<file path="src/rtl/cpu_config.svh">
// Core-wide width configuration shared by the fetch slice.
`ifndef CPU_CONFIG_SVH
`define CPU_CONFIG_SVH

`define AddrWidth 32
`define InstWidth 32

`endif

</file>
<file path="src/rtl/fetch_pkg.sv">
// Shared types for the fetch buffer: queue entry layout and occupancy width helper.
`include "cpu_config.svh"

package fetch_pkg;

  localparam int ADDR_W = `AddrWidth;
  localparam int INST_W = `InstWidth;

  typedef struct packed {
    logic [INST_W-1:0] inst;
    logic [ADDR_W-1:0] pc;
  } fetch_entry_t;

  // Occupancy needs one extra bit so that "full" (== depth) is representable.
  function automatic int occ_width(input int depth);
    return $clog2(depth) + 1;
  endfunction

endpackage

</file>
<file path="src/rtl/fetch_queue.sv">
// DEPTH-entry circular queue of {inst, pc} entries between fetch and decode.
module fetch_queue
  import fetch_pkg::*;
#(
  parameter int DEPTH = 4,
  localparam int CW = occ_width(DEPTH)
) (
  input  logic         clk,
  input  logic         reset_,
  input  logic         enq_i,
  input  logic         deq_i,
  input  logic         flush_i,
  input  fetch_entry_t data_i,
  output fetch_entry_t head_o,
  output logic [CW-1:0] count_o
);

  localparam int PW = $clog2(DEPTH);

  fetch_entry_t    mem_q [DEPTH];
  logic [PW-1:0]   wr_ptr_q, rd_ptr_q;
  logic [CW-1:0]   count_q;

  // NOTE: non-blocking assignments in clocked blocks so every register samples pre-edge values.
  always_ff @(posedge clk) begin
    if (!reset_ || flush_i) begin
      wr_ptr_q <= '0;
      rd_ptr_q <= '0;
      count_q  <= '0;
    end else begin
      if (enq_i) wr_ptr_q <= wr_ptr_q + 1'b1;
      if (deq_i) rd_ptr_q <= rd_ptr_q + 1'b1;
      case ({enq_i, deq_i})
        2'b10:   count_q <= count_q + 1'b1;
        2'b01:   count_q <= count_q - 1'b1;
        default: count_q <= count_q;
      endcase
    end
  end

  // NOTE: storage is deliberately not reset; an empty queue masks its head to zero instead.
  always_ff @(posedge clk) begin
    if (enq_i) mem_q[wr_ptr_q] <= data_i;
  end

  assign head_o  = (count_q == '0) ? '0 : mem_q[rd_ptr_q];
  assign count_o = count_q;

endmodule

</file>
<file path="src/rtl/fetch_buf_ctrl.sv">
// Fetch PC owner plus decoupling queue toward decode.
// Optional same-cycle empty-queue bypass enabled by defining FETCH_BUF_BYPASS_EN.
module fetch_buf_ctrl
  import fetch_pkg::*;
#(
  parameter int ADDR = ADDR_W,
  parameter int INST = INST_W,
  parameter int DEPTH = 4,
  parameter logic [ADDR-1:0] RESET_PC = '0,
  localparam int CW = occ_width(DEPTH)
) (
  input  logic            clk,
  input  logic            reset_,
  input  logic            ic_stall_,
  input  logic [INST-1:0] ic_inst,
  input  logic [ADDR-1:0] next_fetch_pc,
  output logic [ADDR-1:0] fetch_pc,
  output logic            fetch_stall_,
  output logic            inst_e_,
  output logic [INST-1:0] inst,
  output logic [ADDR-1:0] inst_pc,
  input  logic            dec_stall,
  input  logic            wb_flush_,
  input  logic [ADDR-1:0] wb_pc,
  output logic [CW-1:0]   fq_count
);

  logic [ADDR-1:0] fetch_pc_q, fetch_pc_d;
  logic [CW-1:0]   count;
  fetch_entry_t    wr_entry, q_head, head;
  logic            run, empty, enq, deq, q_enq;

  assign run   = reset_ & wb_flush_;
  assign empty = (count == '0);
  // Full check uses pre-dequeue occupancy: a same-cycle pop never frees the slot.
  assign enq   = run & ic_stall_ & (count < CW'(DEPTH));
  assign deq   = run & ~empty & ~dec_stall;

  assign wr_entry = '{inst: ic_inst, pc: fetch_pc_q};

`ifdef FETCH_BUF_BYPASS_EN
  logic byp;
  assign byp     = empty & enq;
  assign q_enq   = enq & ~(byp & ~dec_stall);
  assign head    = byp ? wr_entry : q_head;
  assign inst_e_ = empty & ~byp;
`else
  assign q_enq   = enq;
  assign head    = q_head;
  assign inst_e_ = empty;
`endif

  fetch_queue #(.DEPTH(DEPTH)) u_queue (
    .clk     (clk),
    .reset_  (reset_),
    .enq_i   (q_enq),
    .deq_i   (deq),
    .flush_i (~wb_flush_),
    .data_i  (wr_entry),
    .head_o  (q_head),
    .count_o (count)
  );

  // NOTE: always_comb assigns a default first so no path can leave fetch_pc_d unassigned (latch).
  always_comb begin
    fetch_pc_d = fetch_pc_q;
    if (!wb_flush_) fetch_pc_d = wb_pc;
    else if (enq)   fetch_pc_d = next_fetch_pc;
  end

  always_ff @(posedge clk) begin
    if (!reset_) fetch_pc_q <= RESET_PC;
    else         fetch_pc_q <= fetch_pc_d;
  end

  assign fetch_pc     = fetch_pc_q;
  assign fetch_stall_ = enq;
  assign inst         = head.inst;
  assign inst_pc      = head.pc;
  assign fq_count     = count;

endmodule
</file>
<file path="config.mk">
export PLATFORM = sky130hd
export DESIGN_NAME = fetch_buf_ctrl
export DESIGN_NICKNAME = d
export VERILOG_FILES = /design/src/rtl/fetch_pkg.sv /design/src/rtl/fetch_queue.sv /design/src/rtl/fetch_buf_ctrl.sv
export VERILOG_INCLUDE_DIRS = /design/src /design/src/rtl
export SDC_FILE = /design/constraint.sdc
export NUM_CORES = 1
export LEC_CHECK = 0
export BUFFER_PORTS_ARGS = -buffer_cell sky130_fd_sc_hd__buf_4
export CAP_MARGIN = 20
export CORE_UTILIZATION = 30
export CTS_CLUSTER_SIZE = 12
export DETAILED_ROUTE_END_ITERATION = 10
export HOLD_SLACK_MARGIN = 0.03
export PLACE_DENSITY_LB_ADDON = 0.05
export SLEW_MARGIN = 20
export SYNTH_ARGS = -nofsm -noshare
export SYNTH_HDL_FRONTEND = slang
export SYNTH_SLANG_ARGS = --single-unit
</file>
<file path="constraint.sdc">
create_clock -name clk -period 8.2 [get_ports clk]
set_input_delay 0.82 -clock clk [delete_from_list [all_inputs] [get_ports clk]]
set_output_delay 0.82 -clock clk [all_outputs]
set_load 0.005 [all_outputs]
</file>
Yosys cells after proc, flatten, opt, wreduce, memory -nomap -nowiden
Memories as Yosys holds them, arrays and structs flattened. A register that Yosys moved wholly into a read port is not among the register bits.
Cells that the tools add are included.
Storage, ports and cells
  register bits after elaboration: 39
  memory bits (writable): 256
  bits of input ports: 101
  output and inout port bits: 101
  word-level logic and storage cells: 33
  memories: 1
Memory list
  u_queue.mem_q: words 4, bits a word 64, rd ports 1, clocked after Yosys merged registers in 1, wr ports 1, line fetch_queue.sv:20  | fetch_entry_t mem_q [DEPTH];
Cells by class
  add/subtract/negate cells: 4
  $lt $le $gt $ge: 1
  equal/unequal tests: 3
  multiplexer cells: 8
  bitwise operators: 8
  reductions and logical operators: 4
Operators by type and width (number)
  32-bit two-way mux: 2
  64-bit two-way mux: 1
  3-bit case mux with 2 select lines: 1
  1-bit AND: 5
  2-bit by 1-bit adder with 2-bit output, second input constant: 2
  2-bit two-way mux: 2
  3-bit by 1-bit adder with 3-bit output, second input constant: 1
  3-bit zero test: 1
  3-bit < comparator, second input constant: 1
  1-bit NOT: 3
  3-bit by 1-bit subtractor with 3-bit output, second input constant: 1
  2-bit by 1-bit == test with 1-bit output, second input constant: 1
  2-bit == test, second input constant: 1
  1-bit two-way mux: 2
  2-bit by 1-bit != test with 1-bit output, second input constant: 1
  2-bit nonzero test: 1
  1-bit zero test: 1
  1-bit logical OR: 1

Logic depth before layout (Yosys ltp)
Gate-level depths: netlist of run 1.
  depth after elaboration: 6
  gate-level depth with buffers: 10
  mapped depth without buffers: 8

Cells and area by module
From an unflattened synthesis of run 1, not the netlist that was laid out.
Second synthesis, totals
  cell total of the unflattened synthesis: 641
  area total of the unflattened synthesis: 12097.9 um^2
By module, submodules not included
  fetch_queue: times used 1, cells an instance 451, area an instance 10104.7 um^2, seq. area each 7867.5 um^2
  fetch_buf_ctrl: times used 1, cells an instance 190, area an instance 1993.2 um^2, seq. area each 640.6 um^2

Worst setup path before layout of run 1
Ideal clock, no wire load.
  path type: input port to flip-flop
  start: input ic_stall_
  end: memory u_queue.mem_q[0][0] (netlist name), enable pin
  setup time: 429 ps
  arrival: 2940 ps
  required time: 7771 ps
  setup slack: 4831 ps
  stages on the path: 4
  path buffers: 2
  path through: nor2b_1 buf_2 buf_2 and3_1
On the way
  cells in the longest elaborated chain, start to end: 4
RTL lines
  start, declared: line fetch_buf_ctrl.sv:14  | input logic ic_stall_,
  1-bit AND (2 in series): line fetch_buf_ctrl.sv:36  | assign enq = run & ic_stall_ & (count < CW'(DEPTH));
  1-bit two-way mux: line fetch_queue.sv:43  | if (enq_i) mem_q[wr_ptr_q] <= data_i;
  1-bit two-way mux (not written as such): line fetch_queue.sv:43
  end, declared: line fetch_queue.sv:20
Every way passes these cells.

==> key figures, run 1 <==
Place
  • RD Place Congestion: around 0.75
  • Number of port buffers: between 200 and 250
  • Hpwl dp: about 17 mm

Floorplan
  • Initial Utilization: 0.304
  • Chip Width: just under 200 µm
  • FP Rows: around 70
  • Area of the die: 39,000 µm²
  • Ports: ~200
  • Die Height: slightly below 200 µm
  • Std-Cell Core Area: approximately 38,000 µm²

Drt
  • Routed len/inst: 20.3 µm
  • Drt drc: 0
  • 1st-iter DRT viols: just under 300
  • DR vias/cell: between 4 and 5
  • Drt first pass iters: 4
  • DRT antenna net count: 0
  • Via Count: 6,387
  • Detailed Route WL: roughly 28 mm

Worst setup path
  • R2r startpoint: u_queue.count_o[2]
  • Slowest stage cell, crit path: dfxtp_4
  • Critical-path cell list: buf_4 -> mux4_2 -> nor2b_1 -> buf_4
  • Crit Path Max Fanout: 35
  • Worst EP arrival: about 3 ns
  • Path type of the worst setup path: flip-flop to output pin
  • Reg2Reg Setup Slack: 4.99 ns
  • Worst path max stage delay: 0.79 ns
  • CP startpoint kind: flip-flop
  • CP most frequent cell: buf_4
  • Critical Path RT: between 7 and 8 ns
  • Setup crit end kind: output pin

Clock tree
  • CTS Sinks: a little under 300
  • Clock Path Buffers: 3
  • Root Buffer: clkbuf_16
  • Clock latency at the later pin of the worst-skew pair: roughly 0.50 ns
  • CTS clk-pin slew, worst paths: about 0.06 ns
  • Num CTS Buffers: 34
  • CTS H-Tree Depth: 2
  • Post-cts resize count: 0
  • CTS tree: built
  • CTS Hold Bufs: 0
  • Setup Buffers After CTS: 0

GRT
  • Vias in the first global route: between 6,000 and 7,000
  • Largest net degree at the start of global routing: 67
  • Total GRT Usage: 0.146
  • Grt total ovfl: 0
  • First-pass GRT wire length: ~42 mm
  • Initial antenna violation count: 2

Synthesis
  • #FFs+latches synth: just under 300
  • Area share of the largest cell type after synthesis: 0.671
  • Number of flops mapped to enable cells by yosys: ~260
  • Number of distinct library cells after synthesis: 23
  • Sequential share of the synthesized area: 0.743
  • Post-Syn Nets: 745
  • Syn_area_per_cell: ~18 µm²
  • Mapped Cells: approximately 640
  • Top post-synthesis cells by area: edfxtp_1 (67%), mux4_2 (13%), dfxtp_1 (7.2%), nor2b_1 (3.5%), nand2_1 (2.3%)
  • Mapped cell area: 11,500 µm²
  • Area leader, netlist: edfxtp_1
  • Async S/R FF share, synth: 0
  • Primary FF master, synth: edfxtp_1
  • Yosys warns: 0

Timing
  • Hold Fails Final Rpt: 0
  • Fin Hold WS: roughly 0.5 ns
  • Setup Viol. Count Final: 0
  • Unrepaired setup endpoints after global routing: false
  • Rel. slew slack: 0.399
  • Max Fclk: approximately 0.26 GHz
  • Minimum clock period: ~3.8 ns
  • Final setup TNS: 0 ns
  • Least-Margin Pin Slew: between 0.8 and 0.9 ns
  • Slew Limit Fails: 0
  • Clock Skews: roughly 0.009 ns
  • Fin crit share: 0.464

Hold path
  • Worst hold path class: flip-flop to flip-flop
  • Worst Hold Launch: u_queue.rd_ptr_q[1]

Pwr
  • Worst VDD drop: about 0.00010 V
  • P_leak: about 0.005 µW
  • Pwr dens: 225 nW/µm²

Final layout
  • # nets final: around 950
  • Share of cells above drive strength 1: 0.379
  • Area delta synth->final: 28.3%

Status
  • Status: finished clean

Flow run
  • MaxCap Viol Count: 0
[Yosys cell counts, types with 3 or more instances]
master,n
buf_2,13
nor2b_1,65
mux4_2,64
buf_6,7
clkbuf_1,18
edfxtp_1,256
inv_1,6
nor2_1,3
and3_1,4
a21oi_1,7
dfxtp_1,41
a31oi_1,32
o21ai_0,35
or3_1,3
nand2_1,70
ha_1,5
[cells by family after synthesis]
| group | synth area share |
|---|---|
| muxes | 0.126 |
| adders and majority gates | 0.00721 |
| buffers and inverters | 0.0209 |
| and+or+nand+nor | 0.0662 |
| AOI/OAI and AO/OA | 0.0358 |
| xor gates and xnor gates | 0.00153 |
| DFF | 0.743 |
[per-stage QoR]
step                setup slack, ns  std cells  cell area [µm²]  utilization  power, µW
finish                         4.39       1382            14700        0.390       3300
global route                   4.09       1380            14700        0.390       3430
CTS                            4.21       1379            14700        0.389       3360
detailed placement             4.74       1319            13600        0.360       1870
global placement               4.76       1314            13500        0.357       1870
floorplan                      4.83        638            11500            -       1770
[worst max-delay path, delay by kind of cell, from the launching register on]
family	cells	cell delay, ns
simple gates	1	0.17
flops	1	0.79
buf+inv	2	0.92
mux	1	0.61
[cell type report]
cell class	count	area, µm²
clock buffers	48	997
multi-input cells	296	2750
fillers	3576	23000
well taps	511	639
clock inverters	12	103
flip-flops and latches	297	8520
repair buffers	210	1670
diodes	2	5.00
inverters	6	22.5
[sequential cells by signal, indices dropped and copies added, names as in the netlist, named ones only]
name,cells
u_queue.wr_ptr_q,2
u_queue.rd_ptr_q,2
u_queue.mem_q,256
fetch_pc,32
u_queue.count_o,3
[metal layers]
metal  GRT usage  vias up  part of all wire
met5           0        -           0.00046
met1       0.191     3255              0.44
li1            -     2903                 -
met4      0.0385        2             0.018
met3      0.0377       41             0.065
met2       0.241      186              0.48
[path summary, 6_finish.rpt]
kind                              to  depth (start not counted)
setup / recovery             inst[8]                          4
hold / removal             flip-flop                          2
setup reg to reg  u_queue.count_o[2]                          9
hold reg to reg            flip-flop                          2
[layout by cell type, fill, tap and decap left out, drive strengths merged]
cell type and n:
edfxtp 256, buf 210, nand2 70, nor2b 65
mux4 64, clkbuf 48, dfxtp 41, o21ai 35
a31oi 32, clkinv 10, a21oi 7, inv 6
ha 5, and3 4, nor2 3, or3 3
diode 2, xor2 2, bufinv 2, nor3 2
nand2b 2, and2 1, fa 1
[power by group]
part           switching, µW  internal (µW)
Sequential              26.2           1670
Combinational           65.1           75.8
Clock                    560            907
Power figures use the tool's default switching activity.
==> run 2: changes to the inputs <==
==> constraint.sdc (replaced) <==
create_clock -name clk -period 3.3 [get_ports clk]
set_input_delay 0.33 -clock clk [delete_from_list [all_inputs] [get_ports clk]]
set_output_delay 0.33 -clock clk [all_outputs]
set_load 0.005 [all_outputs]
==> key figures, run 2 (synthesis results as in run 1) <==
Pwr
  • P_leak: 0.00519 µW (was 0.00505 µW)
  • Psw: 1660 µW (was 652 µW)
  • Worst VDD drop: 0.000262 V (was 0.000101 V)
  • Clock power frac: 0.442 (was 0.444)
  • Seq pwr share: 0.511 (was 0.513)
  • Pwr dens: 549 nW/µm² (was 225 nW/µm²)
  • Total power: 8230 µW (was 3300 µW)
  • Switch share: 0.202 (was 0.197)
  • Comb pwr share: 0.047 (was 0.043)
  • Pint: 6570 µW (was 2650 µW)

Worst setup path
  • CP startpoint kind: flip-flop (unchanged)
  • Worst EP arrival: 2.31 ns (was 2.99 ns)
  • Critical Path RT: 2.97 ns (was 7.38 ns)
  • R2r startpoint: u_queue.count_o[2] (unchanged)
  • FF-to-FF path depth: 8 (was 9)
  • Capture point of the worst reg-to-reg path: u_queue.count_o[2] (unchanged)
  • Setup crit end kind: output pin (unchanged)
  • Critical Path End: inst_pc[19] (was inst[8])
  • Crit Path Max Fanout: 64 (was 35)
  • Path type of the worst setup path: flip-flop to output pin (unchanged)
  • Reg2Reg Setup Slack: 1.12 ns (was 4.99 ns)

Drt
  • 1st-iter DRT viols: 294 (was 292)
  • Routed len/inst: 19.9 µm (was 20.3 µm)
  • DRT antenna net count: 0 (unchanged)
  • Drt drc: 0 (unchanged)
  • Detailed Route WL: 28.3 mm (was 28.0 mm)
  • Via Count: 6,530 (was 6,387)
  • DR vias/cell: 4.61 (was 4.62)
  • Drt first pass iters: 5 (was 4)

Clock tree
  • CTS tree: built (unchanged)
  • CTS clk-pin slew, worst paths: 0.06 ns (about the same)
  • CTS Sinks: 297 (unchanged)
  • Root Buffer: clkbuf_16 (unchanged)
  • Num CTS Buffers: 35 (was 34)
  • Clock latency at the later pin of the worst-skew pair: 0.50 ns (about the same)
  • Clock Path Buffers: 3 (unchanged)
  • CTS H-Tree Depth: 2 (unchanged)

Flow run
  • MaxCap Viol Count: 0 (unchanged)

Floorplan
  • Chip Width: 197 µm (unchanged)
  • Ports: 202 (unchanged)
  • Die Height: 197 µm (unchanged)
  • Std-Cell Core Area: 37,700 µm² (unchanged)
  • FP Rows: 71 (unchanged)
  • Area of the die: 39,000 µm² (unchanged)
  • Initial Utilization: 0.304 (unchanged)

Place
  • Hpwl dp: 17.1 mm (was 17.2 mm)
  • Placed cells: 1,324 (was 1,319)
  • Number of port buffers: 201 (unchanged)
  • RD Place Congestion: 0.734 (was 0.751)
  • DP Area: 13,600 µm² (about the same)

Hold path
  • Hold-critical path depth: 1 (was 2)
  • Worst hold path class: primary input to flip-flop (was flip-flop to flip-flop)

Final layout
  • Max reg flops: 256 (unchanged)
  • Share of cells above drive strength 1: 0.370 (was 0.379)
  • Most frequent cells in the layout: edfxtp_1 (256), buf_4 (208), nand2_1 (70) (was edfxtp_1 (256), buf_4 (204), nand2_1 (70))
  • Design area: 15,000 µm² (was 14,700 µm²)
  • Commonest non-fill, non-tap cell in the layout: edfxtp_1 (unchanged)
  • Final Non-Filler Cells: 1,418 (was 1,382)
  • Area delta synth->final: 31.0% (was 28.3%)
  • Largest reg by FF count: u_queue.mem_q (unchanged)
  • # nets final: 988 (was 952)

Timing
  • Unrepaired setup endpoints after global routing: false (unchanged)
  • Final setup TNS: 0 ns (unchanged)
  • Hold Fails Final Rpt: 0 (unchanged)
  • Fin crit share: 0.801
  • Max Fclk: approximately 0.38 GHz
  • Clock Skews: 0.00876 ns (was 0.00881 ns)
  • Setup Viol. Count Final: 0 (unchanged)
  • Rel. slew slack: 0.392 (was 0.399)
  • Slew Limit Fails: 0 (unchanged)
  • Least-Margin Pin Slew: 0.912 ns (was 0.899 ns)
  • Minimum clock period: roughly 2.6 ns

GRT
  • First-pass GRT wire length: 42.6 mm (was 42.2 mm)
  • Total GRT Usage: 0.146 (about the same)
  • Grt total ovfl: 0 (unchanged)
  • Initial antenna violation count: 1 (was 2)
  • Largest net degree at the start of global routing: 70 (was 67)
  • Vias in the first global route: 7,031 (was 6,933)

Status
  • Status: finished clean (unchanged)
-- run 2: power groups by stage --
stage	clock (µW)	sequential [µW]	combinational, µW
floorplan	0	4270	133
global placement	0	4280	353
detailed placement	0	4290	361
CTS	3750	4210	393
global route	3880	4220	421
finish	3640	4210	384
-- run 2: layout make-up --
| cell class | instances | area, µm² |
|---|---|---|
| multi-input cells | 296 | 2750 |
| repair buffers | 245 | 1990 |
| clock inverters | 17 | 126 |
| diodes | 1 | 2.50 |
| clock buffers | 45 | 966 |
| inverters | 6 | 22.5 |
| well taps | 511 | 639 |
| flip-flops and latches | 297 | 8520 |
| fillers | 3538 | 22700 |
-- run 2: layer usage --
layer | part of all wire | global-route usage
met5 | 0.00046 | 0
met4 | 0.019 | 0.0402
met1 | 0.43 | 0.189
met3 | 0.057 | 0.0343
met2 | 0.49 | 0.246
-- run 2: through the flow --
| stage | worst slack, ns | hold slack, ns | util |
|---|---|---|---|
| floorplan | 0.413 | 0.429 | - |
| global placement | 0.883 | 0.488 | 0.361 |
| detailed placement | 0.782 | 0.473 | 0.361 |
| CTS | 0.555 | 0.0338 | 0.398 |
| global route | 0.509 | 0.0408 | 0.398 |
| finish | 0.657 | 0.0620 | 0.399 |
-- run 2: how the worst min path moves through the flow --
stage	end	start	slack (ns)
finish	u_queue.mem_q[0][44]	ic_inst[12]	0.06
floorplan	u_queue.mem_q[0][32]	ic_inst[0]	0.43
CTS	u_queue.mem_q[0][44]	ic_inst[12]	0.03
global route	u_queue.mem_q[0][44]	ic_inst[12]	0.04
global placement	flip-flop	u_queue.rd_ptr_q[1]	0.49
detailed placement	flip-flop	u_queue.rd_ptr_q[1]	0.47
-- run 2: timing repair --
action                                 CTS  global route
setup buffers                            0             0
hold buffers                            31             0
endpoints found under the hold margin  122             0
resized for setup                        0             0
-- run 2: critical path: stages (launching register included) --
cell and delay [ns]:
dfxtp_4 0.35, buf_12 0.46, mux4_2 0.59, nor2b_1 0.17, buf_4 0.19
